===== src/rtl/mux_lut_loader_if.sv =====
// Write port of the LUT loader: one {key, value} entry per valid/ready transfer.
// The requester holds valid/key/val stable until the loader raises ready.
interface mux_lut_loader_if #(
  parameter int KEY_WIDTH = 1,
  parameter int VAL_WIDTH = 1
);
  logic                 i_wr_valid;
  logic                 o_wr_ready;
  logic [KEY_WIDTH-1:0] i_wr_key;
  logic [VAL_WIDTH-1:0] i_wr_val;

  modport master (
    output i_wr_valid,
    output i_wr_key,
    output i_wr_val,
    input  o_wr_ready
  );

  modport slave (
    input  i_wr_valid,
    input  i_wr_key,
    input  i_wr_val,
    output o_wr_ready
  );
endinterface


===== src/rtl/mux_lut_loader.sv =====
// Run-time builder of the packed key/value table feeding the mux stage: appends new
// keys, overwrites values of known keys, and runs a KEY_NUM-cycle clear sequence.
module mux_lut_loader #(
  parameter  int KEY_NUM   = 2,
  parameter  int KEY_WIDTH = 1,
  parameter  int VAL_WIDTH = 1,
  localparam int PAIR      = KEY_WIDTH + VAL_WIDTH,
  localparam int CNT_W     = $clog2(KEY_NUM + 1),
  localparam int IDX_W     = $clog2(KEY_NUM)
) (
  input  logic                    i_clk,
  input  logic                    i_rst_n,
  input  logic                    i_clr,
  mux_lut_loader_if.slave         wr,
  output logic [KEY_NUM*PAIR-1:0] o_lut,
  output logic [CNT_W-1:0]        o_cnt,
  output logic                    o_full,
  output logic                    o_busy,
  output logic                    o_err
);

  typedef enum logic {
    IDLE,
    CLEAR
  } state_t;

  // Key in the upper bits of each entry; entry 0 sits at the LSB end of the table.
  typedef struct packed {
    logic [KEY_WIDTH-1:0] key;
    logic [VAL_WIDTH-1:0] val;
  } entry_t;

  state_t                   state_q;
  logic   [IDX_W-1:0]       clr_idx_q;
  entry_t [KEY_NUM-1:0]     table_q;
  logic   [CNT_W-1:0]       cnt_q;
  logic                     full_q;
  logic                     busy_q;
  logic                     err_q;

  logic                     hit;
  logic   [IDX_W-1:0]       hit_idx;

  assign wr.o_wr_ready = (state_q == IDLE) && !i_clr;

  assign o_lut  = table_q;
  assign o_cnt  = cnt_q;
  assign o_full = full_q;
  assign o_busy = busy_q;
  assign o_err  = err_q;

  // Scan downwards so the lowest matching valid index is the one left standing.
  // NOTE: every always_comb output gets a default first so no path leaves it unassigned (no latch).
  always_comb begin
    hit     = 1'b0;
    hit_idx = '0;
    for (int i = KEY_NUM - 1; i >= 0; i--) begin
      if ((CNT_W'(i) < cnt_q) && (table_q[i].key == wr.i_wr_key)) begin
        hit     = 1'b1;
        hit_idx = IDX_W'(i);
      end
    end
  end

  // NOTE: sequential state uses non-blocking assignments so every register samples pre-edge values.
  always_ff @(posedge i_clk or negedge i_rst_n) begin
    if (!i_rst_n) begin
      state_q   <= IDLE;
      clr_idx_q <= '0;
      // NOTE: the table is reset because unused entries must read as zero on the mux input.
      table_q   <= '0;
      cnt_q     <= '0;
      full_q    <= 1'b0;
      busy_q    <= 1'b0;
      err_q     <= 1'b0;
    end else begin
      case (state_q)
        IDLE: begin
          if (i_clr) begin
            state_q   <= CLEAR;
            clr_idx_q <= '0;
            busy_q    <= 1'b1;
          end else if (wr.i_wr_valid) begin
            if (hit) begin
              table_q[hit_idx].val <= wr.i_wr_val;
            end else if (!full_q) begin
              table_q[IDX_W'(cnt_q)] <= '{key: wr.i_wr_key, val: wr.i_wr_val};
              cnt_q                  <= cnt_q + 1'b1;
              full_q                 <= (cnt_q == CNT_W'(KEY_NUM - 1));
            end else begin
              err_q <= 1'b1;
            end
          end
        end

        CLEAR: begin
          // i_clr is deliberately ignored here; the sequence always runs to completion.
          table_q[clr_idx_q] <= '0;
          if (clr_idx_q == IDX_W'(KEY_NUM - 1)) begin
            state_q   <= IDLE;
            clr_idx_q <= '0;
            cnt_q     <= '0;
            full_q    <= 1'b0;
            err_q     <= 1'b0;
            busy_q    <= 1'b0;
          end else begin
            clr_idx_q <= clr_idx_q + 1'b1;
          end
        end

        default: state_q <= IDLE;
      endcase
    end
  end

endmodule


===== src/flat_wrapper.sv =====
// flat-port wrapper written by rule: the top's interface ports become plain ports
module mux_lut_loader_flat 
#(
  parameter  int KEY_NUM   = 2,
  parameter  int KEY_WIDTH = 1,
  parameter  int VAL_WIDTH = 1,
  localparam int PAIR      = KEY_WIDTH + VAL_WIDTH,
  localparam int CNT_W     = $clog2(KEY_NUM + 1),
  localparam int IDX_W     = $clog2(KEY_NUM)
)
  (i_clk, i_rst_n, i_clr, o_lut, o_cnt, o_full, o_busy, o_err, wr_i_wr_valid, wr_i_wr_key, wr_i_wr_val, wr_o_wr_ready);
  mux_lut_loader_if #(.KEY_WIDTH(KEY_WIDTH), .VAL_WIDTH(VAL_WIDTH)) wr_i ();
  input  logic i_clk;
  input  logic i_rst_n;
  input  logic i_clr;
  output logic [KEY_NUM*PAIR-1:0] o_lut;
  output logic [CNT_W-1:0] o_cnt;
  output logic o_full;
  output logic o_busy;
  output logic o_err;
  input wire logic [$bits(wr_i.i_wr_valid)-1:0] wr_i_wr_valid;
  input wire logic [$bits(wr_i.i_wr_key)-1:0] wr_i_wr_key;
  input wire logic [$bits(wr_i.i_wr_val)-1:0] wr_i_wr_val;
  output wire logic [$bits(wr_i.o_wr_ready)-1:0] wr_o_wr_ready;
  assign wr_i.i_wr_valid = wr_i_wr_valid;
  assign wr_i.i_wr_key = wr_i_wr_key;
  assign wr_i.i_wr_val = wr_i_wr_val;
  assign wr_o_wr_ready = wr_i.o_wr_ready;
  mux_lut_loader #(.KEY_NUM(KEY_NUM), .KEY_WIDTH(KEY_WIDTH), .VAL_WIDTH(VAL_WIDTH)) u_core (.i_clk(i_clk), .i_rst_n(i_rst_n), .i_clr(i_clr), .wr(wr_i), .o_lut(o_lut), .o_cnt(o_cnt), .o_full(o_full), .o_busy(o_busy), .o_err(o_err));
endmodule

===== config.mk =====
export PLATFORM = sky130hd
export DESIGN_NAME = mux_lut_loader_flat
export DESIGN_NICKNAME = d
export VERILOG_FILES = /design/src/rtl/mux_lut_loader_if.sv /design/src/rtl/mux_lut_loader.sv /design/src/flat_wrapper.sv
export SDC_FILE = /design/constraint.sdc
export NUM_CORES = 1
export LEC_CHECK = 0
export CELL_PAD_IN_SITES_DETAIL_PLACEMENT = 1
export CELL_PAD_IN_SITES_GLOBAL_PLACEMENT = 1
export CORE_UTILIZATION = 27
export CTS_CLUSTER_SIZE = 10
export DETAILED_ROUTE_END_ITERATION = 8
export PLACE_DENSITY = 0.66
export SLEW_MARGIN = 5
export SYNTH_ARGS = -nofsm -noshare
export SYNTH_HDL_FRONTEND = slang
export SYNTH_SLANG_ARGS = --single-unit

===== constraint.sdc =====
create_clock -name i_clk -period 3.2 [get_ports i_clk]
set_input_delay 0.64 -clock i_clk [delete_from_list [all_inputs] [get_ports i_clk]]
set_output_delay 0.64 -clock i_clk [all_outputs]
set_load 0.02 [all_outputs]

Yosys cells after proc, flatten, opt, wreduce, memory -nomap -nowiden
Index checks and enable logic that the tools add are counted.
{ "word_totals": {"memories": 0, "mem_bits_ro": 0, "out_inout_bits": 10, "latch_bits": 0, "ram_bits": 0, "word_cells": 87, "register_bits": 11} }
{ "op_classes": {"addsub": 2, "mux": 41, "n_reduce_logical": 12, "n_lt_le_gt_ge": 8, "div_mod_pow": 0, "n_shift": 0, "n_mul": 0, "eq_ne": 11, "bitwise": 3} }
{ "op_table": {"columns": ["op", "count"], "rows": [
  ["$mux W1", 18],
  ["$mux W4", 4],
  ["$mux W2", 7],
  ["$ne A2 B2 Y1 const B", 6],
  ["$pmux W1 S2", 5],
  ["$reduce_and A5 Y1", 2],
  ["$bwmux W4", 2],
  ["$pmux W4 S2", 1],
  ["$demux W2 S1", 3],
  ["$logic_and A1 B1 Y1", 6],
  ["$lt A1 B2 Y1 const B", 3],
  ["$and A4 B4 Y4", 1],
  ["$lt A1 B2 Y1 const A", 2],
  ["$not A4 Y4", 1],
  ["$pmux W2 S2", 1],
  ["$reduce_and A4 Y1", 1],
  ["$ge A1 B1 Y1 const B", 3],
  ["$ne A3 B3 Y1 const B", 1],
  ["$reduce_and A3 Y1", 1],
  ["$add A2 B1 Y2 const B", 1],
  ["$eq A1 B1 Y1", 2],
  ["$eq A2 B1 Y1 const B", 1],
  ["$ne A2 B1 Y1 const B", 1],
  ["$reduce_and A2 Y1", 1],
  ["3 further kinds", 3]
]} }

Depth between registers and ports, before layout
Gate-level depths: netlist of run 1.
{ "depth": {"depth_word": 13, "ltp_mapped": 7, "mapped_depth_nobuf": 7} }

Least setup slack after synthesis of run 1
OpenSTA, ideal clock, no wires.
{ "synth_path": {"path_kind": "input to register", "startpoint": "input wr_i_wr_key", "endpoint": "register u_core.table_q (netlist bit u_core.o_lut[0])", "t_required_ps": 3069, "slack_ps": 1361, "path_buffers": 1, "arrival_ps": 1708, "path_stages": 6, "path_cell_list": "buf_6 > or2b_2 > a21oi_1 > a211o_2 > a21oi_1 > or3b_1"} }
{ "synth_between": {"elab_chain_len": 13, "elab_cells_between_ends": 19} }
{ "synth_rtl": {"columns": ["item", "line_no", "rtl"], "rows": [
  ["from (decl)", "flat_wrapper.sv:22", "input wire logic [$bits(wr_i.i_wr_key)-1:0] wr_i_wr_key;"],
  ["$eq A1 B1 Y1", "mux_lut_loader.sv:58", "if ((CNT_W'(i) < cnt_q) && (table_q[i].key == wr.i_wr_key)) begin"],
  ["$logic_and A1 B1 Y1", "mux_lut_loader.sv:58", null],
  ["$mux W1 (2 in series)", "mux_lut_loader.sv:58", null],
  ["$lt A1 B2 Y1 (implied by the code) / $ge A1 B1 Y1 (equally long branches)", "mux_lut_loader.sv:85", "table_q[hit_idx].val <= wr.i_wr_val;"],
  ["$logic_and A1 B1 Y1 (implied by the code)", "mux_lut_loader.sv:85", null],
  ["$mux W1 (implied by the code)", "mux_lut_loader.sv:85", null],
  ["$demux W2 S1", null, null],
  ["$bwmux W4", "mux_lut_loader.sv:85", null],
  ["$mux W4", "mux_lut_loader.sv:84", "if (hit) begin"],
  ["$mux W4", "mux_lut_loader.sv:83", "end else if (wr.i_wr_valid) begin"],
  ["$mux W4", "mux_lut_loader.sv:79", "if (i_clr) begin"],
  ["$pmux W4 S2", "mux_lut_loader.sv:77", "case (state_q)"],
  ["to (signal, indexed assignment)", "mux_lut_loader.sv:87", "table_q[IDX_W'(cnt_q)] <= '{key: wr.i_wr_key, val: wr.i_wr_val};"],
  ["to (decl)", "mux_lut_loader.sv:35", "entry_t [KEY_NUM-1:0] table_q;"]
]} }
Parallel ways exist; a longest one is shown, timed or not. The select of a mux whose other input is x is not followed.
A chain may end at the register's enable or synchronous reset.

Worst setup path after layout of run 1
{ "layout_path": {"startpoint": "input i_clr", "endpoint": "output wr_o_wr_ready"} }
{ "layout_between": {"elab_chain_len": 2} }
{ "layout_rtl": {"columns": ["item", "line_no", "rtl"], "rows": [
  ["from (decl)", "flat_wrapper.sv:15", "input logic i_clr;"],
  ["$logic_not A1 Y1", "mux_lut_loader.sv:44", "assign wr.o_wr_ready = (state_q == IDLE) && !i_clr;"],
  ["$logic_and A1 B1 Y1", "mux_lut_loader.sv:44", null],
  ["to (decl)", "flat_wrapper.sv:24", "output wire logic [$bits(wr_i.o_wr_ready)-1:0] wr_o_wr_ready;"]
]} }
Every way passes these cells.

==> results of run 1 <==
worst min-delay path by stage:
stage / startpoint / to / slack, ns / cells past startpoint
finish: u_core.o_lut[2] / u_core.o_lut[2] / 0.52 / 2
global route: u_core.o_lut[2] / u_core.o_lut[2] / 0.56 / 2
CTS: u_core.o_lut[2] / u_core.o_lut[2] / 0.53 / 2
detailed placement: u_core.o_lut[2] / u_core.o_lut[2] / 0.51 / 2
global placement: u_core.o_lut[2] / u_core.o_lut[2] / 0.50 / 2
floorplan: i_rst_n / u_core.clr_idx_q / 0.34 / 0
per-stage QoR:
stage	area, um^2	utilization, %	instances	worst slack, ns
global placement	846	36.8	110	0.653
floorplan	679	-	70	1.36
finish	872	38.0	114	0.656
detailed placement	846	36.8	110	0.665
global route	872	38.0	114	0.571
CTS	872	38.0	114	0.645
cell usage in the layout (no fill, tap or decap), drive strengths merged, types with 2 or more instances in the layout:
master / synthesis / routed
a21oi: 7 / 7
a211o: 2 / 2
nand2b: 2 / 2
nand4: 2 / 2
nand3: 3 / 3
dfrtp: 11 / 11
nor2: 5 / 5
o22ai: 4 / 4
ha: 2 / 2
inv: 8 / 8
xnor2: 2 / 2
a221oi: 2 / 2
nand2: 4 / 4
nor2b: 2 / 2
clkdlybuf4s50: 0 / 15
clkbuf: 2 / 4
o21ai: 2 / 2
flip-flops by register name (all words and copies together), names as in the netlist:
name / cells
u_core.clr_idx_q: 1
u_core.o_busy: 1
u_core.o_cnt: 2
u_core.o_err: 1
u_core.o_full: 1
u_core.o_lut: 4
u_core.state_q: 1
worst max-delay path, cell delays in order:
cell	delay, ns
clkdlybuf4s50_1	0.43
nor2_1	0.19
clkdlybuf4s50_1	0.64
final cells by class:
class | instances | area [um^2] | share of cell area (%)
Inverter | 8 | 30.0 | 3.44
Timing Repair Buffer | 15 | 150 | 17.2
Sequential cell | 11 | 275 | 31.6
Multi-Input combinational cell | 48 | 355 | 40.7
Clock buffer | 4 | 26.3 | 3.01
Tap cell | 28 | 35.0 | 4.02
layer usage:
metal | global-route usage (%) | vias to the layer above
met5 | 0 | -
met4 | 7.02 | 0
met3 | 3.80 | 2
met2 | 21.6 | 13
met1 | 19.6 | 275
li1 | - | 281
cells by family (layout without fill, tap and decap cells):
family / after synthesis / after routing / share of synthesized area [%]
xor gates and xnor gates: 2 / 2 / 4.79
muxes: 1 / 1 / 2.21
adders and majority gates: 2 / 2 / 3.68
DFF: 11 / 11 / 40.5
buffers and inverters: 11 / 27 / 7.18
AOI/OAI and AO/OA: 21 / 21 / 23.6
and+or+nand+nor: 22 / 22 / 18.0
where the power goes:
part           switching [W]  internal [W]  total (W)
Combinational       0.000187      0.000161   0.000347
Clock              0.0000493     0.0000482  0.0000975
Sequential         0.0000872      0.000187   0.000274
==> run metrics, run 1 <==
status=completed; ratio of cells with drive above 1 in the final layout=12.8%; min cycle time layout=approximately 2.5 ns; First-pass DRT Iterations=2; critical path type=in -> out; Avg WL per Cell=14.0 um; predominant post-synthesis flop cell=dfrtp_1; Port Buf Inserts=15; Achievable Freq=0.393 GHz; most common cell in the synthesized netlist=dfrtp_1; met3 WL=approximately 60 um; Filler Cells Inserted=between 200 and 300; vias in the first global route=643; Top-Level Pins=16; CTS Buf Count=3; Remaining DRCs=0; Leak=between 0.3 and 0.4 nW; setup TNS=0 ns; Root Buffer=clkbuf_4; Hold WC Path Type=reg -> reg; CP Launch Point=i_clr; clk_lat worst skew=0.27 ns; routability cong.=0.749; Area Overhead vs Synth=28.4%; Site Rows=17; largest net degree at the start of global routing=15; number of synthesis warnings=0; PD cells=between 800 and 900 nW/um^2; Worst Skew=0.00375 ns; first-pass GRT wire length=2.86 mm; Die W=52.2 um; crit path DAT=1.90 ns; met1 wire length=approximately 800 um; hold_buf cts=0; Post-synth top cells=dfrtp_1 (11), inv_1 (8), a21oi_1 (7); R2R Setup Slk=1.27 ns; Seq/Total Area, Yosys=40.5%; gr usage total=14.6%; DR vias=around 570; Setup crit end kind=primary output; via-per-instance ratio=5.01; Post-synth ARST share=100%; Final HPWL DP=1.16 mm; Yosys top cell area share=40.5%; relative slew slack=64.0%; core area=2300 um^2; Top Metal Used=met4; synthesized flop and latch total=11; largest area contributor in the netlist=dfrtp_1; Post-Syn Instances=70; Syn Nets=78; # setup viols final=0; Req. time, crit path=around 2.6 ns; synthesized area=a little under 700 um^2; RSZ-0062 raised after global routing=no; detailed-route wire length=1.60 mm; reg2reg path depth=7; final worst path period share=79.5%; Crit Path Max Fanout=3; worst hold slack=0.525 ns; post-CTS setup buffers=0; post-route total power=0.000719 W; initial antenna violation count=0; met2 wire length=730 um; post-synth cell types=29; GRT overflow=0; Starting Density=29.6%; Worst-path clk slew=0.07 ns; # clock sinks=11; Synth Area per Inst=~9.7 um^2; Worst-Margin Slew=0.538 ns; worst vdd ir=0.336 mV; post-cts sizing count=0; die footprint=2720 um^2; Die Ht=52.2 um; EDFF count, synth=0; R2R Path End=u_core.o_lut[0]; max-slew violation count=0; Diodes inserted=0; max-cap violation count=0; H-tree depth=1; type of origin of the critical path=input pin; Critical Path Sink=wr_o_wr_ready; Area contributors post-synth=dfrtp_1 (41%), a21oi_1 (5.2%), xnor2_2 (4.8%); Final Hold Fails=0; drt initial violations=6; CTS tree=done; Final ANT Viol Nets=0; Final nets=between 90 and 100; Worst R2R Start=u_core.o_cnt[0]; deepest clock path buffer count=2
(Power assumes the default switching activity.)
==> run 2: changes to the inputs <==
==> constraint.sdc (replaced) <==
create_clock -name i_clk -period 2.5 [get_ports i_clk]
set_input_delay 0.5 -clock i_clk [delete_from_list [all_inputs] [get_ports i_clk]]
set_output_delay 0.5 -clock i_clk [all_outputs]
set_load 0.02 [all_outputs]
==> run metrics, run 2 (synthesized netlist as in run 1, its figures left out) <==
Setup crit end kind=primary output (unchanged); type of origin of the critical path=input pin (unchanged); Top-Level Pins=16 (unchanged); Diodes inserted=0 (unchanged); met2 wire length=737 um (was 730 um); Achievable Freq=~0.44 GHz; Avg WL per Cell=14.4 um (was 14.0 um); gr usage total=15.0% (was 14.6%); most frequent cells in the layout=clkdlybuf4s50_1 (15), dfrtp_1 (11), inv_1 (8), a21oi_1 (7), nor2_1 (5) (unchanged); max-cap violation count=0 (unchanged); Die W=52.2 um (unchanged); post-CTS setup buffers=0 (unchanged); Port Buf Inserts=15 (unchanged); setup TNS=0 ns (unchanged); Top Metal Used=met4 (unchanged); max-slew violation count=0 (unchanged); crit path buf inv count=2 (unchanged); CP max-delay cell=clkdlybuf4s50_1 (unchanged); met3 WL=56 um (was 60 um); Final HPWL DP=1.22 mm (was 1.16 mm); via-per-instance ratio=5.05 (was 5.01); hold_buf cts=0 (unchanged); max reg flops=4 (unchanged); dpl ws=0.0769 ns (was 0.665 ns); most common cell after layout, fill and taps aside=clkdlybuf4s50_1 (unchanged); Worst-Margin Slew=0.542 ns (was 0.538 ns); DR vias=576 (was 571); die footprint=2720 um^2 (unchanged); final worst slack=0.250 ns (was 0.656 ns); met1 wire length=814 um (was 796 um); clk_lat worst skew=0.27 ns (about the same); detailed-route wire length=1.64 mm (was 1.60 mm); ratio of cells with drive above 1 in the final layout=12.8% (unchanged); CP dominant cell by count=clkdlybuf4s50_1 (unchanged); Req. time, crit path=2.00 ns (was 2.56 ns); first-pass GRT wire length=2.89 mm (was 2.86 mm); deepest clock path buffer count=2 (unchanged); final worst path period share=90.0%; vias in the first global route=610 (was 643); Crit Path Max Fanout=3 (unchanged); CTS tree=done (unchanged); Root Buffer=clkbuf_4 (unchanged); core area=2300 um^2 (unchanged); Worst-path clk slew=0.08 ns (was 0.07 ns); family with the most delay on the worst path=buffers and inverters (unchanged); Hold WC Path Type=reg -> reg (unchanged); worst hold slack=0.515 ns (was 0.525 ns); largest net degree at the start of global routing=15 (unchanged); post-cts sizing count=0 (unchanged); Die Ht=52.2 um (unchanged); worst vdd ir=0.434 mV (was 0.336 mV); Remaining DRCs=0 (unchanged); relative slew slack=63.7% (was 64.0%); critical path type=in -> out (unchanged); # clock sinks=11 (unchanged); Worst Skew=0.000739 ns (was 0.00375 ns); Max stage delay on crit path=0.64 ns (about the same); PD cells=1060 nW/um^2 (was 825 nW/um^2); routability cong.=0.776 (was 0.749); drt initial violations=6 (unchanged); initial antenna violation count=0 (unchanged); min cycle time layout=2.25 ns; Area Overhead vs Synth=28.4% (unchanged); status=completed (unchanged); crit path DAT=1.75 ns (was 1.90 ns); CTS Buf Count=3 (unchanged); RSZ-0062 raised after global routing=no (unchanged); # setup viols final=0 (unchanged); First-pass DRT Iterations=2 (unchanged); Site Rows=17 (unchanged); Final nets=95 (unchanged); Leak=0.382 nW (unchanged); worst-path cell chain=clkdlybuf4s50_1 -> nor2_1 -> clkdlybuf4s50_1 (unchanged); H-tree depth=1 (unchanged); Starting Density=29.6% (unchanged); Final Hold Fails=0 (unchanged); post-route total power=0.000927 W (was 0.000719 W); GRT overflow=0 (unchanged); Final ANT Viol Nets=0 (unchanged)
run 2: cell counts in the layout (fill, tap and decap cells not counted):
Identical to the previous run, type by type.
run 2: per-stage QoR:
step	cells	utilization (%)	area, um^2
after floorplan	70	-	679
after global placement	110	36.8	846
after detailed placement	110	36.8	846
after CTS	114	38.0	872
after global routing	114	38.0	872
final	114	38.0	872
run 2: worst paths after layout:
check / slack [ns] / from / cells past startpoint / endpoint
setup / recovery: 0.25 / i_clr / 3 / wr_o_wr_ready
max in group asynchronous: 1.57 / i_rst_n / 1 / u_core.o_cnt[1]
hold reg to reg: 0.52 / u_core.o_lut[2] / 2 / u_core.o_lut[2]
hold / removal: 0.52 / u_core.o_lut[2] / 2 / u_core.o_lut[2]
setup reg to reg: 0.57 / u_core.o_cnt[0] / 7 / u_core.o_lut[0]
min in group asynchronous: 0.58 / i_rst_n / 1 / u_core.state_q
run 2: routing by layer:
metal	vias to the layer above	track usage, %
li1	283	-
met4	0	6.58
met5	-	0
met3	4	3.51
met1	274	20.1
met2	15	22.6
run 2: cell type report:
type | count | area (um^2)
clock buffer | 4 | 26.3
fill | 280 | 1430
inverter | 8 | 30.0
multi-input combinational | 48 | 355
sequential | 11 | 275
tap | 28 | 35.0
timing repair buffer | 15 | 150
run 2: power breakdown:
part	internal (W)	switching [W]
clock network	0.0000619	0.0000670
registers	0.000240	0.000109
logic	0.000207	0.000243
run 2: worst min-delay path, cell delays in order, from the launching register on:
cell     delay, ns
dfrtp_1       0.37
nand2_1       0.06
nand3_1       0.06
